--- src/rtl/mbssoc_ram_arbiter_pkg.sv ---
// Shared constants and state encoding for the SoC RAM arbiter.
package mbssoc_ram_arbiter_pkg;

    localparam int ADDR_WIDTH_DEF = 32;
    localparam int DATA_WIDTH_DEF = 32;

    typedef enum logic {
        IDLE = 1'b0,
        RD   = 1'b1
    } state_t;

    localparam logic OWNER_I = 1'b0;
    localparam logic OWNER_D = 1'b1;

endpackage

--- src/rtl/mbssoc_arb2.sv ---
// Two-way arbiter: round-robin or fixed D priority with an I starvation guard.
module mbssoc_arb2 #(
    parameter int STARVE_LIMIT = 4
) (
    input  logic       clk,
    input  logic       rst_n,
    input  logic       elig_i,
    input  logic       elig_d,
    input  logic       i_req,
    input  logic       prio_mode,
    output logic [1:0] gnt
);

    localparam logic [3:0] LIMIT = 4'(STARVE_LIMIT);

    logic       ptr_d;
    logic [3:0] starve_cnt;

    always_comb begin
        gnt = 2'b00;
        if (elig_i && elig_d) begin
            if (prio_mode) gnt = (starve_cnt == LIMIT) ? 2'b01 : 2'b10;
            else           gnt = ptr_d ? 2'b10 : 2'b01;
        end else if (elig_i) begin
            gnt = 2'b01;
        end else if (elig_d) begin
            gnt = 2'b10;
        end
    end

    // ptr_d = 1 means D has priority on the next contended cycle
    always_ff @(posedge clk or negedge rst_n) begin
        if (!rst_n) begin
            ptr_d      <= 1'b0;
            starve_cnt <= 4'd0;
        end else begin
            if (gnt[0])      ptr_d <= 1'b1;
            else if (gnt[1]) ptr_d <= 1'b0;

            if (gnt[0])
                starve_cnt <= 4'd0;
            else if (i_req && gnt[1] && starve_cnt != LIMIT)
                starve_cnt <= starve_cnt + 4'd1;
        end
    end

endmodule

--- src/rtl/mbssoc_ram_arbiter.sv ---
// Shares the single-port RAM between fetch (I) and load/store (D) ports,
// handling the registered read address and read-to-write bus turnaround.
module mbssoc_ram_arbiter
    import mbssoc_ram_arbiter_pkg::*;
#(
    parameter int ADDR_WIDTH   = ADDR_WIDTH_DEF,
    parameter int DATA_WIDTH   = DATA_WIDTH_DEF,
    parameter int PRIO_MODE    = 0,
    parameter int STARVE_LIMIT = 4
) (
    input  logic                  clk,
    input  logic                  rst_n,
    input  logic                  i_req,
    input  logic [ADDR_WIDTH-1:0] i_addr,
    output logic                  i_gnt,
    output logic                  i_rvalid,
    output logic [DATA_WIDTH-1:0] i_rdata,
    input  logic                  d_req,
    input  logic                  d_we,
    input  logic [ADDR_WIDTH-1:0] d_addr,
    input  logic [DATA_WIDTH-1:0] d_wdata,
    input  logic                  d_wr_invalid,
    output logic                  d_gnt,
    output logic                  d_rvalid,
    output logic [DATA_WIDTH-1:0] d_rdata,
    output logic                  ram_re,
    output logic                  ram_we,
    output logic                  ram_wr_invalid,
    output logic [ADDR_WIDTH-1:0] ram_addr,
    output logic [DATA_WIDTH-1:0] ram_wdata,
    output logic                  ram_wdata_oe,
    input  logic [DATA_WIDTH-1:0] ram_rdata
);

    state_t                state_q, state_d;
    logic                  owner_q;
    logic [ADDR_WIDTH-1:0] addr_q;
    logic                  elig_i, elig_d;
    logic [1:0]            gnt;

    // Grants are held off during reset so every output reads 0 immediately.
    assign elig_i = rst_n & i_req;
    assign elig_d = rst_n & d_req & ((state_q == IDLE) | ~d_we);

    mbssoc_arb2 #(
        .STARVE_LIMIT(STARVE_LIMIT)
    ) u_arb (
        .clk      (clk),
        .rst_n    (rst_n),
        .elig_i   (elig_i),
        .elig_d   (elig_d),
        .i_req    (i_req),
        .prio_mode(PRIO_MODE != 0),
        .gnt      (gnt)
    );

    assign i_gnt = gnt[0];
    assign d_gnt = gnt[1];

    always_comb begin
        state_d        = IDLE;
        ram_we         = 1'b0;
        ram_wr_invalid = 1'b0;
        ram_wdata      = '0;
        ram_addr       = addr_q;
        if (i_gnt) begin
            ram_addr = i_addr;
            state_d  = RD;
        end else if (d_gnt) begin
            ram_addr = d_addr;
            if (d_we) begin
                ram_we         = 1'b1;
                ram_wdata      = d_wdata;
                ram_wr_invalid = d_wr_invalid;
            end else begin
                state_d = RD;
            end
        end
    end

    assign ram_wdata_oe = ram_we;
    assign ram_re       = (state_q == RD);

    always_ff @(posedge clk or negedge rst_n) begin
        if (!rst_n) begin
            state_q  <= IDLE;
            owner_q  <= OWNER_I;
            addr_q   <= '0;
            i_rvalid <= 1'b0;
            d_rvalid <= 1'b0;
            i_rdata  <= '0;
            d_rdata  <= '0;
        end else begin
            state_q <= state_d;
            if (gnt != 2'b00) addr_q  <= ram_addr;
            if (state_d == RD) owner_q <= d_gnt ? OWNER_D : OWNER_I;
            i_rvalid <= ram_re && (owner_q == OWNER_I);
            d_rvalid <= ram_re && (owner_q == OWNER_D);
            if (ram_re && owner_q == OWNER_I) i_rdata <= ram_rdata;
            if (ram_re && owner_q == OWNER_D) d_rdata <= ram_rdata;
        end
    end

endmodule
--- config.mk ---
export PLATFORM = sky130hd
export DESIGN_NAME = mbssoc_ram_arbiter
export DESIGN_NICKNAME = d
export VERILOG_FILES = /design/src/rtl/mbssoc_ram_arbiter_pkg.sv /design/src/rtl/mbssoc_arb2.sv /design/src/rtl/mbssoc_ram_arbiter.sv
export SDC_FILE = /design/constraint.sdc
export NUM_CORES = 1
export LEC_CHECK = 0
export CAP_MARGIN = 20
export CORE_MARGIN = 5
export CORE_UTILIZATION = 39
export CTS_BUF_LIST = sky130_fd_sc_hd__clkbuf_4 sky130_fd_sc_hd__clkbuf_8 sky130_fd_sc_hd__clkbuf_16
export CTS_CLUSTER_SIZE = 25
export DETAILED_ROUTE_END_ITERATION = 7
export GPL_ROUTABILITY_DRIVEN = 1
export GPL_TIMING_DRIVEN = 1
export MAX_ROUTING_LAYER = met4
export PLACE_DENSITY = 0.81
export SYNTH_ARGS = -nofsm -noshare
export SYNTH_HDL_FRONTEND = slang
export SYNTH_HIERARCHICAL = 1
export SYNTH_SLANG_ARGS = --single-unit
--- constraint.sdc ---
create_clock -name clk -period 2.5 [get_ports clk]
set_input_delay 0.375 -clock clk [delete_from_list [all_inputs] [get_ports clk]]
set_output_delay 0.375 -clock clk [all_outputs]
set_load 0.02 [all_outputs]
==> key figures <==
Status
  – Outcome: finished clean

GRT
  – Initial antenna violation count: 0
  – Global-route wire length before repair: 24100 um
  – GRT Util Overall: 21.5%
  – Number of global-route vias before repair: 4612
  – Grt total ovfl: 0
  – Largest net degree at the start of global routing: 54

Floorplanning
  – Die X: 122 um
  – Full die area: 14900 um2
  – Starting density of the core: 39.2%
  – Num rows: 41
  – Die height: 122 um
  – Core area: 12500 um2
  – IO Count: 270

Synthesis
  – XOR/XNOR Fraction of Synth Area: 0%
  – Adder-Cell Fraction of Synth Area: 0.512%
  – Compound-cell area share of the yosys netlist: 8.75%
  – Register area share after synthesis: 53.7%
  – Post-synthesis mux area share: 23.5%
  – Async SR Flop Fraction: 100%
  – Seq cells post-synth: 105
  – Top post-synthesis cells by area: dfrtp_1 (54%), mux2_4 (8.9%), mux2_2 (8.1%)
  – Post-Syn Instances: 402
  – Largest family of logic cells by synthesized area: multiplexers
  – Mapped Area: 4890 um2
  – Synth Area in Simple Gates: 9.59%
  – Most area-hungry cell type in the Yosys netlist: dfrtp_1
  – Yosys warns: 6
  – Number of flops mapped to enable cells by yosys: 0
  – Synth top cells by count: dfrtp_1 (105), o21ai_0 (66), and2_1 (35), mux2_2 (35), nand2_1 (35)
  – Synth Area per Inst: 12.2 um2
  – Most common cell in the netlist: dfrtp_1
  – Synth top area share: 53.7%
  – Top_reg_cell synth: dfrtp_1
  – Post-synth cell types: 33

Placement
  – Placed Instances: 841
  – DP Area: 7920 um2
  – Place WS: -530 ps
  – Port buffer count: 269
  – GP Congestion: 0.939
  – Final HPWL DP: 11600 um

STA
  – Worst-Margin Slew: 696 ps
  – Hold Slack: 205 ps
  – Final setup vio count: 0
  – Final min period: 2500 ps
  – RSZ-0062 raised after global routing: true
  – Max Clk Rate: 0.401 GHz
  – Clock skew: 7.68 ps
  – Period Utilization, post-route: 99.8%
  – Setup ws final: 3.99 ps
  – Worst slew margin: 53.6%
  – Fin. max-slew vios: 0
  – Final hold vios: 0

Setup path
  – Crit path cell chain: a21oi_2, buf_4, o21a_1, a21boi_4, and3b_2, buf_6, clkbuf_16, and2_4, buf_6
  – CP max stage cell: dfrtp_1
  – Worst Path Buf+Inv: 4
  – Critical Path RT: 2120 ps
  – Worst setup EP type: output pin
  – Max FO, Critical Path: 8
  – Critical path class: flop to output pin
  – Arrival time worst endpoint: 2120 ps
  – CP delay by family, top: buffers and inverters
  – R2r setup slk: 650 ps
  – Crit-path most repeated cell: buf_6
  – CP peak stage delay: 400 ps
  – Startpoint Class: flop

Pwr
  – Sw power: 2140 uW
  – Pint: 4350 uW
  – Clock Power Share: 20.3%
  – Gate power share: 42.6%
  – Register share of total power: 37.1%
  – Power per Cell Area: 748 nW/um2
  – Leakage power: 0.00380 uW
  – Net Sw Frac: 33.0%
  – Peak supply drop: 0.000452 V

Layout
  – Finished Layout Cells: 879
  – Final core occ: 69.7%
  – Share of layout cells above drive strength 1: 36.6%
  – Layout Nets: 838
  – Finished Cell Area: 8690 um2
  – Multi-input logic area: 2390 um2
  – Ant. Diodes: 0
  – Layout area overhead: 77.6%
  – Register Area: 2630 um2
  – Layout fillers: 889

Detailed routing
  – DR WL/cell: 18.8 um
  – TritonRoute pass-1 iters: 6
  – Remaining antenna violation count after routing: 0
  – Via count: 4364
  – DRC Markers: 0
  – Vias per Instance: 4.96
  – 1st-iter DRT viols: 283
  – Wirelength, routed: 16600 um

Clock tree
  – Clk slew on worst S/H paths: 70 ps
  – Clock latency on the worst-skew pair: 350 ps
  – Clk buf depth: 2
  – CTS sink cnt: 105
  – Root buf cell: clkbuf_16
  – H-tree levels: 3
  – TritonCTS buffer count: 9
  – Post-CTS Hold Buffers: 0
  – CTS tree: built

Min path
  – Hold Path Class: input port to async pin

Run
  – Total of max-cap violations: 0
## power groups by stage
stage	registers (uW)	clock network [uW]	logic, uW
global route	2470	1420	2910
finish	2410	1320	2770
global placement	2390	0	2650
floorplan	2840	0	853
CTS	2410	1360	2710
detailed placement	2420	0	2700
## per-layer routing
metal,wire (um),track usage (%),up-vias
met2,8510,36.0,183
met5,0,-,-
met1,6600,25.8,2165
met4,231,5.46,0
met3,1220,6.08,17
li1,-,-,1999
## worst paths after layout
check                            startpoint                   to  cells after the start
worst max-delay path                 ram_re        ram_wdata[19]                      9
max in group asynchronous             rst_n          i_rdata[28]                      3
worst min register to register  d_rdata[28]          d_rdata[28]                      1
min in group clk                d_rdata[28]          d_rdata[28]                      1
worst max register to register       ram_re  u_arb/starve_cnt[1]                     10
worst min-delay path                  rst_n          u_arb/ptr_d                      2
## area by class of cell
class	instances	area share, %
flip-flops and latches	105	30.2
well taps	172	2.48
multi-input cells	268	27.5
inverters	7	0.302
repair buffers	311	36.3
clock buffers	10	2.68
clock inverters	6	0.490
## cell families (layout without fill, tap and decap cells)
group,Yosys count,count (layout)
multiplexers,96,96
flip-flops,105,105
buffers and inverters,33,334
other,1,5
adder cells (fa/ha/maj),2,2
AO/OA/AOI/OAI,80,80
AND/OR/NAND/NOR,85,85
## timing repair
item / CTS / global route
gates cloned: 4 / 3
buffers inserted: 9 / 7
endpoints found under the setup margin: 69 / 68
resized for setup: 348 / 86
pin swaps: 0 / 11
## registers in the layout (all words and copies together) (netlist names), 4 cells and up
name              cells
addr_q               32
d_rdata              32
i_rdata              32
u_arb/starve_cnt      4
## layout by cell type (no fill, tap or decap), drive strengths merged, types with 3 or more instances in the layout
cell type      netlist  routed
inv                  7       8
clkinv               0       3
mux2                64      64
dfrtp              105     105
clkbuf               6      13
clkdlybuf4s50        0     196
and2                35      35
buf                 20     106
a21oi                5       5
mux2i               32      32
nand2               35      35
o21ai               66      66
conb                 1       5
## per-stage QoR
stage / total power [uW] / setup TNS [ps]
final: 6500 / 0
after global routing: 6800 / -1900
after detailed placement: 5120 / -30020
after global placement: 5040 / -28630
after floorplan: 3690 / 0
after CTS: 6470 / -1410
Power figures use the tool's default switching activity.
==> variant 1: new RTL, config.mk and constraints unchanged <==
Set the package constant `ADDR_WIDTH_DEF` to 36 (it was 32).
--- a/src/rtl/mbssoc_ram_arbiter_pkg.sv
+++ b/src/rtl/mbssoc_ram_arbiter_pkg.sv
@@ -1,7 +1,7 @@
 // Shared constants and state encoding for the SoC RAM arbiter.
 package mbssoc_ram_arbiter_pkg;
 
-    localparam int ADDR_WIDTH_DEF = 32;
+    localparam int ADDR_WIDTH_DEF = 36;
     localparam int DATA_WIDTH_DEF = 32;
 
     typedef enum logic {
Interface: changed (resized d_addr, i_addr and ram_addr); port bits go from 270 to 282. The function was not compared with the original's and may differ.
==> variant 1 against the unedited design <==
  * Synthesized cell count is 5.2% higher
  * Sequential share of layout area is 0.95 points higher
  * Count of clock-buffer cells in the layout stayed put
  * Global-route usage is 0.29 points lower
  * Clock power is 14% higher
  * Routed wire length is 0.44% lower
  * Synthesized area is 4.7% higher
  * Sequential cell count is 4 higher
  * Sequential power is 3% higher
  * Worst setup slack better by 28 ps
  * Total power is 4.3% higher
  * Cell area is 0.63% higher
  * Critical endpoint is now ram_addr[31]
  * Largest power group unchanged
  * Highest routed layer unchanged
==> variant 1: results (changes against the unedited design) <==
muxShareOfSynthArea_pct: 23.2  # was 23.5%
met1_length_um: 7010  # was 6600 um
outcome: "finished clean"  # unchanged
drive_above_1_share_pct: 30.4  # was 36.6%
crit_end: "ram_addr[31]"  # was ram_wdata[19]
first_iter_violations: 239  # was 283
synthTopCellsByArea: "dfrtp_1 53%, mux2_4 8.5%, mux2_2 7.7%"  # was dfrtp_1 54%, mux2_4 8.9%, mux2_2 8.1%
critPathMaxStageDelay_ps: 420  # was 400 ps
grt_max_degree: 75  # was 54
wire_per_inst_um: 17.9  # was 18.8 um
dr_wl_met2_um: 8080  # was 8510 um
whs_ps: 111  # was 205 ps
filler_cell_count: 986  # was 889
grtUsageMet3_pct: 5.23  # was 6.08%
crit_fanout: 6  # was 8
dpl.hpwl_um: 12000  # was 11600 um
drt-vias-per-instance: 4.91  # was 4.96
yosysSeqAreaShare_pct: 53.3  # was 53.7%
dp_slack_ps: -593  # was -530 ps
final_util_pct: 68.7  # was 69.7%
drt_first_pass_iters: 4  # was 6
ir_drop_uv: 347  # was 452 uV
syn_inst: 423  # was 402
place_area_um2: 8260  # was 7920 um^2
synth_compound_area_share_pct: 9.14  # was 8.75%
io_buffers: 281  # was 269
synth_commonest_cells: "109 x dfrtp_1, 65 x o21ai_0, 39 x nand2_1, 36 x mux2i_1"  # was 105 x dfrtp_1, 66 x o21ai_0, 35 x and2_1, 35 x mux2_2, 35 x nand2_1
r2r_setup_slack_ps: 670  # was 650 ps
place.gp.congestion: 0.871  # was 0.939
skew_ps: 8.17  # was 7.68 ps
synthAdderAreaFrac_pct: 0.489  # was 0.512%
grt_usage_pct: 21.3  # was 21.5%
use_met1_pct: 26.4  # was 25.8%
grt.met2_usage_pct: 34.7  # was 36.0%
tightest_slew_ps: 907  # was 696 ps
met3_length_um: 1110  # was 1220 um
routed_wl_um: 16500  # was 16600 um
power.leakage_nw: 3.84  # was 3.80 nW
## variant 1: area by class of cell
cell class	instances	area share [%]
Sequential cell	109	31.2
Multi-Input combinational cell	290	28.1
Inverter	7	0.301
Clock inverter	6	0.873
Clock buffer	10	2.73
Timing Repair Buffer	327	34.3
Tap cell	172	2.46
## variant 1: logic make-up after synthesis
kind of cell,after synthesis
and+or+nand+nor,89
AOI/OAI and AO/OA,88
adders and majority gates,2
buffers and inverters,34
muxes,100
other,1
DFF,109
## variant 1: timing repair
item	CTS	global route
hold buffers	0	0
cloned	8	1
buffers inserted	8	4
resized for setup	232	96
pin swaps	7	0
setup endpoints to repair	73	49
## variant 1: where the power goes
part / total, mW / internal, mW / leakage [nW] / switching [mW]
clock network: 1.50 / 0.825 / 0.156 / 0.671
logic: 2.79 / 1.50 / 2.39 / 1.29
registers: 2.49 / 2.23 / 1.30 / 0.259
==> variant 2: new RTL, same flow settings <==
Without the edit above. Reset style: synchronous (`rst_n`), changed in 2 clocked blocks.
--- a/src/rtl/mbssoc_arb2.sv
+++ b/src/rtl/mbssoc_arb2.sv
@@ -29,7 +29,7 @@
     end
 
     // ptr_d = 1 means D has priority on the next contended cycle
-    always_ff @(posedge clk or negedge rst_n) begin
+    always_ff @(posedge clk) begin
         if (!rst_n) begin
             ptr_d      <= 1'b0;
             starve_cnt <= 4'd0;
--- a/src/rtl/mbssoc_ram_arbiter.sv
+++ b/src/rtl/mbssoc_ram_arbiter.sv
@@ -81,7 +81,7 @@
     assign ram_wdata_oe = ram_we;
     assign ram_re       = (state_q == RD);
 
-    always_ff @(posedge clk or negedge rst_n) begin
+    always_ff @(posedge clk) begin
         if (!rst_n) begin
             state_q  <= IDLE;
             owner_q  <= OWNER_I;
Function: differs if rst_n is asserted again (counterexample within 4 cycles, from zero or initial values and one cycle with rst_n low); with rst_n held inactive, the same outputs for 10 cycles.
==> variant 2 against the unedited design <==
  * Die area rose by 2.5%
  * Worst setup slack improved by 37 ps
  * Sequential cell count did not move
  * Clock skew rose by 0.76 ps
  * Synthesized area rose by 2.7%
  * Routed wire length rose by 11%
  * Cell area rose by 0.10%
  * Via count rose by 22%
Power is not compared: it rests on default switching activity, and its combinational part moved more than twofold at a synthesized area within 25%.
==> variant 2: results (changes against the unedited design) <==
dp_slack_ps: -707  # was -530 ps
place_area_um2: 8100  # was 7920 um^2
r2r_setup_slack_ps: 720  # was 650 ps
intPower_mw: 3.06
grt_pass1_vias: 5351  # was 4612
grt_pass1_wl_um: 27600  # was 24100 um
whs_ps: 453  # was 205 ps
clk_pin_slew_ps: 80
reg2reg_depth: 7  # was 10
antenna_found_initial: 1  # was 0
drt_first_pass_iters: 4  # was 6
place.gp.congestion: 0.844  # was 0.939
crit_fanout: 14  # was 8
critPathMaxStageDelay_ps: 380  # was 400 ps
routed_wl_um: 18400  # was 16600 um
r2r_end: "addr_q[22]"  # was u_arb/starve_cnt[1]
slew_viol_final: 0  # unchanged
crit_end: "ram_addr[3]"  # was ram_wdata[19]
min_path_type: "flip-flop to flip-flop"  # was input pin to async pin
synthArstFlopShare_pct: 0  # was 100%
powerClk_mw: 1.41
grt_max_degree: 98  # was 54
ctsResizeCount: 338  # was 348
min_from: "d_rdata[11]"
skew_ps: 8.45  # was 7.68 ps
wire_per_inst_um: 16.8  # was 18.8 um
drive_above_1_share_pct: 23.5  # was 36.6%
dpl.hpwl_um: 12500  # was 11600 um
top_regs: "addr_q: 32 flops, d_rdata: 32 flops, i_rdata: 32 flops"  # unchanged
period_minus_slack_ps: 2460  # was 2500 ps
cts.htree.levels: 3  # unchanged
outcome: "finished clean"  # unchanged
p_switching_mw: 1.29
crit_start: "u_arb/ptr_d"  # was ram_re
synthFlopType: "dfxtp_1"  # was dfrtp_1
syn_inst: 624  # was 402
io_buffers: 269  # unchanged
synth_commonest_cells: "133 x nand2_1, 105 x dfxtp_1, 65 x a21boi_1, 39 x and2_1, 37 x inv_1"  # was 105 x dfrtp_1, 66 x o21ai_0, 35 x and2_1, 35 x mux2_2, 35 x nand2_1
first_iter_violations: 316  # was 283
synthTopCellsByArea: "dfxtp_1 42%, nand2_1 9.9%, a21boi_1 9.7%"  # was dfrtp_1 54%, mux2_4 8.9%, mux2_2 8.1%
yosys_warnings: 6  # unchanged
arrival_ps: 2080  # was 2120 ps
drt-vias-per-instance: 4.89  # was 4.96
cts_buffers: 9  # unchanged
cts_buffer_depth: 2  # unchanged
crit_slowest_cell: "or3b_4"  # was dfrtp_1
cts_setup_buffers: 10  # was 9
nets: 1049  # was 838
ir_drop_uv: 450
seqCellArea_um2: 2100  # was 2630 um^2
synth_cell_types: 39  # was 33
cts-root-buf: "clkbuf_16"  # unchanged
worst_skew_pair.late_latency_ps: 350  # about the same
grt_usage_pct: 23.8  # was 21.5%
slew_headroom_pct: 43.4  # was 53.6%
filler_cell_count: 1001  # was 889
yosysSeqAreaShare_pct: 41.8  # was 53.7%
p_comb_share_pct: 26.8
variant 2: routing by layer:
layer	global-route usage, %	share of wire, %
met1	27.2	39
met2	39.3	50
met3	7.78	8.6
met4	7.82	2.4
met5	-	0
variant 2: worst max-delay path: cells and delay by family, from the launching register on:
family | cells | cell delay, ps
buf+inv | 3 | 470
flops | 1 | 340
simple gates | 1 | 380
compound gates | 3 | 540
variant 2: kinds of logic (layout without fill, tap and decap cells):
family                     after synthesis  in the layout  synth area share (%)
AOI/OAI and AO/OA                      177            177                  26.2
other                                    1              6                0.0746
buffers and inverters                   86            376                  7.85
and+or+nand+nor                        253            253                  23.6
DFF                                    105            105                  41.8
adders and majority gates                2              2                 0.498
variant 2: final cells by class:
type	count	share of cell area (%)
Clock inverter	7	0.806
Antenna cell	1	0.0288
Inverter	38	1.64
Timing Repair Buffer	322	35.9
Tap cell	172	2.47
Sequential cell	105	24.2
Multi-Input combinational cell	437	32.4
Clock buffer	9	2.59
